File: src/rtl/noc_flit_pkg.sv
// Shared flit geometry and arbiter types for the reduce/inject path.
// Field positions are functions of payload width so every block derives them the same way.
package noc_flit_pkg;

    localparam int FlitHeaderBits = 50;
    localparam int PayloadLsb     = 0;

    function automatic int flit_width(input int payload_width);
        return payload_width + FlitHeaderBits;
    endfunction

    function automatic int valid_bit_pos(input int payload_width);
        return flit_width(payload_width) - 1;
    endfunction

    function automatic int flit_child_width(input int payload_width, input int children_width);
        return flit_width(payload_width) + children_width;
    endfunction

    typedef enum logic {
        IDLE = 1'b0,
        SEND = 1'b1
    } arb_state_t;

endpackage

File: src/rtl/arb_skid_buf.sv
// Per-requester holding FIFO: drops on push-to-full unless a pop frees the slot in the same cycle,
// and latches a sticky overflow flag when it does drop.
module arb_skid_buf #(
    parameter int Width = 8,
    parameter int Depth = 2
) (
    input  logic             clk,
    input  logic             rst,
    input  logic             push,
    input  logic [Width-1:0] push_data,
    input  logic             pop,
    output logic [Width-1:0] head,
    output logic             empty,
    output logic             full,
    output logic             overflow
);

    localparam int AddrWidth = $clog2(Depth);

    logic [Width-1:0]     mem [Depth];
    logic [AddrWidth-1:0] wr_ptr_q;
    logic [AddrWidth-1:0] rd_ptr_q;
    logic [AddrWidth:0]   count_q;
    logic                 do_push;
    logic                 do_pop;

    assign empty   = (count_q == '0);
    assign full    = (count_q == (AddrWidth+1)'(Depth));
    assign do_pop  = pop && !empty;
    assign do_push = push && (!full || do_pop);
    assign head    = mem[rd_ptr_q];

    // Depth is a power of two, so pointers wrap by plain overflow.
    always_ff @(posedge clk or negedge rst) begin
        if (!rst) begin
            wr_ptr_q <= '0;
            rd_ptr_q <= '0;
            count_q  <= '0;
            overflow <= 1'b0;
        end else begin
            if (do_push) wr_ptr_q <= wr_ptr_q + AddrWidth'(1);
            if (do_pop)  rd_ptr_q <= rd_ptr_q + AddrWidth'(1);
            case ({do_push, do_pop})
                2'b10:   count_q <= count_q + (AddrWidth+1)'(1);
                2'b01:   count_q <= count_q - (AddrWidth+1)'(1);
                default: count_q <= count_q;
            endcase
            if (push && !do_push) overflow <= 1'b1;
        end
    end

    // NOTE: storage has no reset; the count guards every read, so clearing it would only cost area.
    always_ff @(posedge clk) begin
        if (do_push) mem[wr_ptr_q] <= push_data;
    end

endmodule

File: src/rtl/reduce_inject_arbiter.sv
// Merges NUM_RED reduce-unit result streams and one application stream onto a router inject port.
// Round-robin over all requesters; define REDUCE_PRIORITY_EN to make reduce buffers always beat the app.
module reduce_inject_arbiter
    import noc_flit_pkg::*;
#(
    parameter int lg_numprocs  = 3,
    parameter int PayloadWidth = 32,
    parameter int NUM_RED      = 2,
    parameter int BUF_DEPTH    = 2,
    localparam int ChildrenWidth  = lg_numprocs,
    localparam int FlitWidth      = flit_width(PayloadWidth),
    localparam int ValidBitPos    = valid_bit_pos(PayloadWidth),
    localparam int FlitChildWidth = flit_child_width(PayloadWidth, ChildrenWidth),
    localparam int GrantWidth     = $clog2(NUM_RED + 1)
) (
    input  logic                        clk,
    input  logic                        rst,
    input  logic [NUM_RED*FlitWidth-1:0] red_flit,
    input  logic [NUM_RED-1:0]          red_valid,
    input  logic [FlitChildWidth-1:0]   app_flit,
    input  logic                        app_valid,
    output logic                        app_ready,
    output logic [FlitChildWidth-1:0]   inj_flit,
    output logic                        inj_valid,
    input  logic                        inj_ready,
    output logic [GrantWidth-1:0]       grant_id,
    output logic [NUM_RED-1:0]          ovf
);

    localparam int NumReq = NUM_RED + 1;
    localparam logic [FlitChildWidth-1:0] ValidMask = FlitChildWidth'(1) << ValidBitPos;
    localparam logic [GrantWidth-1:0]     AppIdx    = GrantWidth'(NUM_RED);

    logic [FlitChildWidth-1:0] head [NUM_RED];
    logic [NUM_RED-1:0]        buf_empty;
    logic [NUM_RED-1:0]        buf_full;
    logic [NUM_RED-1:0]        buf_pop;
    logic [NumReq-1:0]         req;
    logic [GrantWidth-1:0]     rr_ptr_q;
    logic [GrantWidth-1:0]     rr_idx;
    logic [GrantWidth-1:0]     winner;
    logic                      found;
    logic                      load;
    logic [FlitChildWidth-1:0] winner_flit;
    arb_state_t                state_q;
    arb_state_t                state_d;

    for (genvar i = 0; i < NUM_RED; i++) begin : g_buf
        arb_skid_buf #(
            .Width(FlitChildWidth),
            .Depth(BUF_DEPTH)
        ) u_buf (
            .clk      (clk),
            .rst      (rst),
            .push     (red_valid[i]),
            .push_data({{ChildrenWidth{1'b0}}, red_flit[i*FlitWidth +: FlitWidth]}),
            .pop      (buf_pop[i]),
            .head     (head[i]),
            .empty    (buf_empty[i]),
            .full     (buf_full[i]),
            .overflow (ovf[i])
        );

        assign buf_pop[i] = load && (winner == GrantWidth'(i));

        a_no_pop_empty: assert property (@(posedge clk) disable iff (!rst)
            buf_pop[i] |-> !buf_empty[i]);
        a_drop_sets_ovf: assert property (@(posedge clk) disable iff (!rst)
            red_valid[i] && buf_full[i] && !buf_pop[i] |=> ovf[i]);
    end

    // First requester at or after the pointer wins.
    always_comb begin
        // NOTE: every variable gets a default before any branch so no latch is inferred.
        req    = {app_valid, ~buf_empty};
        found  = 1'b0;
        winner = '0;
        rr_idx = '0;
`ifdef REDUCE_PRIORITY_EN
        if (!(&buf_empty)) req[NUM_RED] = 1'b0;
`endif
        for (int off = 0; off < NumReq; off++) begin
            rr_idx = GrantWidth'((int'(rr_ptr_q) + off) % NumReq);
            if (!found && req[rr_idx]) begin
                found  = 1'b1;
                winner = rr_idx;
            end
        end
    end

    always_comb begin
        winner_flit = app_flit;
        for (int i = 0; i < NUM_RED; i++) begin
            if (winner == GrantWidth'(i)) winner_flit = head[i];
        end
    end

    assign load = found && ((state_q == IDLE) || inj_ready);

    // NOTE: sequential state uses non-blocking assignments so every register samples pre-edge values.
    always_ff @(posedge clk or negedge rst) begin
        if (!rst) state_q <= IDLE;
        else      state_q <= state_d;
    end

    always_comb begin
        state_d = state_q;
        case (state_q)
            IDLE:    if (found) state_d = SEND;
            SEND:    if (inj_ready) state_d = found ? SEND : IDLE;
            default: state_d = IDLE;
        endcase
    end

    always_comb begin
        inj_valid = (state_q == SEND);
        app_ready = load && (winner == AppIdx);
    end

    // The stored valid bit is forced on load and cleared on drain, so it always mirrors inj_valid.
    always_ff @(posedge clk or negedge rst) begin
        if (!rst) begin
            inj_flit <= '0;
            grant_id <= '0;
            rr_ptr_q <= '0;
        end else if (load) begin
            inj_flit <= winner_flit | ValidMask;
            grant_id <= winner;
            rr_ptr_q <= (winner == AppIdx) ? '0 : winner + GrantWidth'(1);
        end else if ((state_q == SEND) && inj_ready) begin
            inj_flit[ValidBitPos] <= 1'b0;
        end
    end

endmodule

File: config.mk
export PLATFORM = sky130hd
export DESIGN_NAME = reduce_inject_arbiter
export DESIGN_NICKNAME = d
export VERILOG_FILES = /design/src/rtl/noc_flit_pkg.sv /design/src/rtl/arb_skid_buf.sv /design/src/rtl/reduce_inject_arbiter.sv
export SDC_FILE = /design/constraint.sdc
export NUM_CORES = 1
export LEC_CHECK = 0
export ABC_AREA = 1
export BUFFER_PORTS_ARGS = -buffer_cell sky130_fd_sc_hd__clkbuf_2
export CAP_MARGIN = 20
export CORE_ASPECT_RATIO = 1.1
export CORE_MARGIN = 8
export CORE_UTILIZATION = 48
export DETAILED_ROUTE_END_ITERATION = 8
export GPL_TIMING_DRIVEN = 0
export HOLD_SLACK_MARGIN = 0.02
export PLACE_DENSITY = 0.75
export SLEW_MARGIN = 5
export SYNTH_ARGS = -nofsm -noshare
export SYNTH_HDL_FRONTEND = slang
export SYNTH_SLANG_ARGS = --single-unit
export TNS_END_PERCENT = 1
File: constraint.sdc
create_clock -name clk -period 7.53 [get_ports clk]
set_input_delay 0.753 -clock clk [delete_from_list [all_inputs] [get_ports clk]]
set_output_delay 0.753 -clock clk [all_outputs]
set_load 0.1 [all_outputs]
==> run metrics <==
Area Overhead vs Synth=22.7%; status=finished clean; Setup Skew=15.1 ps; number of synthesized register bits=424; Synth Area in Simple Gates=14.6%; Synthesis Warnings=0; DRT iter0 DRCs=935; Residual DRC=0; final period utilization=54.7%; Core Box Area=35900 µm²; Slew Limit Fails=0; Post-DRT Antenna Nets=0; startpoint types=flop; overall global routing resource usage=23.0%; Syn Std Cell Area=17400 µm²; Critical-path top delay cell=clkbuf_2; clock-pin slew of the registers on the worst-case setup and hold paths=60 ps; RSZ-0062 raised after global routing=no; Pre-antenna DRT Iters=5; Worst path max stage delay=490 ps; post-layout min period=4120 ps; Compound-Gate Fraction of Synth Area=4.24%; worst skew pair latency=560 ps; DPL Wire Length=35.2 mm; Die X=197 µm; clock sink total=424; worst-margin pin slew=845 ps; Max-slew headroom=43.5%; Synth Area in Adders=0.360%; largest net degree at the start of global routing=52; CP Data Required Time=6780 ps; gr ovfl total=0; Setup Crit Path Kind=flop to primary output; Final Hold Vio Count=0; syn nets=1707; clk root buf=clkbuf_16; hold_ws=160 ps; hold_buf cts=0; Initial Utilization=48.4%; WP data arrival=3360 ps; Post-layout nets=2102; crit path capture type=primary output; Num CTS Buffers=43; synthesized area per cell=12.0 µm²; maximum level of the CTS H-tree=2; Via density=5.20; max-cap violation count=0; largest family of logic cells by synthesized area=simple AND/OR/NAND/NOR gates; mux share of post-synthesis cell area=6.43%; top_reg_cell synth=edfxtp_1; Routed WL per cell=20.9 µm; first-pass GRT wire length=75.0 mm; io pins=346; asr flop ratio synth=23.6%; fraction of layout cells with a size suffix above 1=28.4%; CTS tree=done; Die Y=216 µm; Setup violations, final=0; port bufs=342; top cell type's share of synthesized area=56.0%; gp weighted congestion=0.827; Fillers=2889; DR vias=12300; sequential fraction of the synthesis area=70.3%; Post-Synth XOR/XNOR Area=0.302%; Max Freq=243 MHz; number of synthesized flops with an enable pin=324; cell mode on critical path=nand2_1; vias in the first global route=13100; CP cell instances=inv_1 > ha_1 > a21oi_1 > nand2_1 > nand2_1 > nand3b_1 > nand2_2 > inv_2 > buf_2 > nand2_1 > inv_1 > clkbuf_2; post-CTS setup buffer count=0; Netlist cell types=33; FP Rows=73; post-synth top area cell=edfxtp_1; DIE AREA=42600 µm²; post-CTS sizing=0; Synth area leaders=edfxtp_1 (56%), dfrtp_1 (14%), nand2_1 (9.0%); Synth Instances=1447; Hold Crit Class=input port to async pin; initial antenna violation count=4; CTS Buffer Depth=3; crit path max fanout=10; Detailed Route WL=49.4 mm
[synthesized netlist by cell type, types with 12 or more instances]
cell,number
dfrtp_1,100
nor2_1,91
mux2i_1,60
nand2_1,416
buf_4,12
a21oi_1,128
mux2_2,46
nand3_1,85
buf_2,33
inv_1,59
edfxtp_1,324
clkbuf_1,25
[flip-flops by register name, summed over array words and instances (netlist names)]
| register | flops |
|---|---|
| g_buf.u_buf.count_q | 4 |
| inj_valid | 1 |
| g_buf.u_buf.rd_ptr_q | 2 |
| g_buf.u_buf.mem | 324 |
| g_buf.u_buf.wr_ptr_q | 2 |
| grant_id | 2 |
| g_buf.u_buf.overflow | 2 |
| inj_flit | 85 |
| rr_ptr_q | 2 |
[layer usage]
layer	vias up	global-route usage, %	share of wire [%]
li1	5750	-	-
met2	451	40.0	51
met5	-	0	0.028
met1	6001	27.6	39
met4	2	9.91	3.7
met3	110	4.44	7.0
[cells by family (layout without fill, tap and decap cells)]
logic type | after synthesis | after routing
other | 0 | 5
muxes | 106 | 106
DFF | 424 | 424
xor gates and xnor gates | 6 | 6
adders and majority gates | 5 | 5
AOI/OAI and AO/OA | 141 | 141
and+or+nand+nor | 625 | 625
buffers and inverters | 140 | 568
[path summary, 6_finish.rpt]
path                                    startpoint                        end  slack (ps)  cells past startpoint
min                                            rst               inj_flit[76]         160                      1
min reg2reg                g_buf[1].u_buf.wr_ptr_q    g_buf[1].u_buf.wr_ptr_q         470                      2
max reg2reg                            rr_ptr_q[0]   g_buf[0].u_buf.mem[1][1]        3910                     14
min in group clk                     red_flit[104]  g_buf[1].u_buf.mem[1][22]         380                      1
max in group asynchronous                      rst                inj_flit[9]        6640                      2
max                                    rr_ptr_q[0]                  app_ready        3410                     12
[cells in the final DEF, fill, tap and decap left out, types with 2 or more instances in the layout]
cell / count
mux2i_1: 60
nand3_1: 85
xnor2_1: 3
or2_1: 10
dfrtp_1: 100
buf_6: 4
o21ai_1: 2
buf_1: 4
mux2_2: 46
ha_1: 5
xor2_1: 3
buf_12: 4
diode_2: 5
edfxtp_1: 324
inv_2: 3
clkbuf_1: 34
nand2_2: 5
clkinvlp_4: 2
clkbuf_16: 45
nand2_1: 416
a21oi_1: 128
bufinv_16: 3
o21ai_0: 4
clkinv_2: 10
inv_1: 57
nand4_1: 2
inv_4: 2
clkinv_1: 4
nor2_1: 89
clkbuf_2: 341
buf_2: 33
buf_16: 4
buf_4: 12
clkbuf_8: 4
nor2_4: 2
o21bai_1: 2
or2_0: 6
or2_2: 6
a22o_1: 3
[stage by stage]
| step | setup TNS [ps] | instances | cell area, µm² | worst slack (ps) | utilization, % |
|---|---|---|---|---|---|
| 2_1_floorplan | 0 | 1447 | 17400 | 1870 | - |
| 3_3_place_gp | -177730 | 2276 | 19700 | -1470 | 54.9 |
| 3_5_place_dp | 0 | 2284 | 19900 | 3770 | 55.5 |
| 4_1_cts | 0 | 2362 | 21300 | 3330 | 59.4 |
| 5_1_grt | 0 | 2365 | 21300 | 3100 | 59.4 |
| 6_report | 0 | 2367 | 21300 | 3410 | 59.4 |
[cell type report]
class / instances / area [µm²] / area share, %
plain buffers: 78 / 409 / 1.92
clock inverters: 21 / 190 / 0.891
flip-flops and latches: 424 / 12200 / 57.3
inverters: 62 / 238 / 1.11
multi-input cells: 883 / 4530 / 21.2
well taps: 487 / 609 / 2.86
diodes: 5 / 12.5 / 0.0587
clock buffers: 57 / 1200 / 5.63
repair buffers: 350 / 1910 / 8.96
[worst max-delay path, delay by kind of cell (launching register included)]
family	cells	cell delay, ps
DFF	1	350
AOI/OAI and AO/OA	1	190
adders and majority gates	1	360
buffers and inverters	5	1240
and+or+nand+nor	5	660
Power is left out: the tool's default activity adds up to more than one toggle a clock period on the data nets, which glitch-free logic cannot reach.
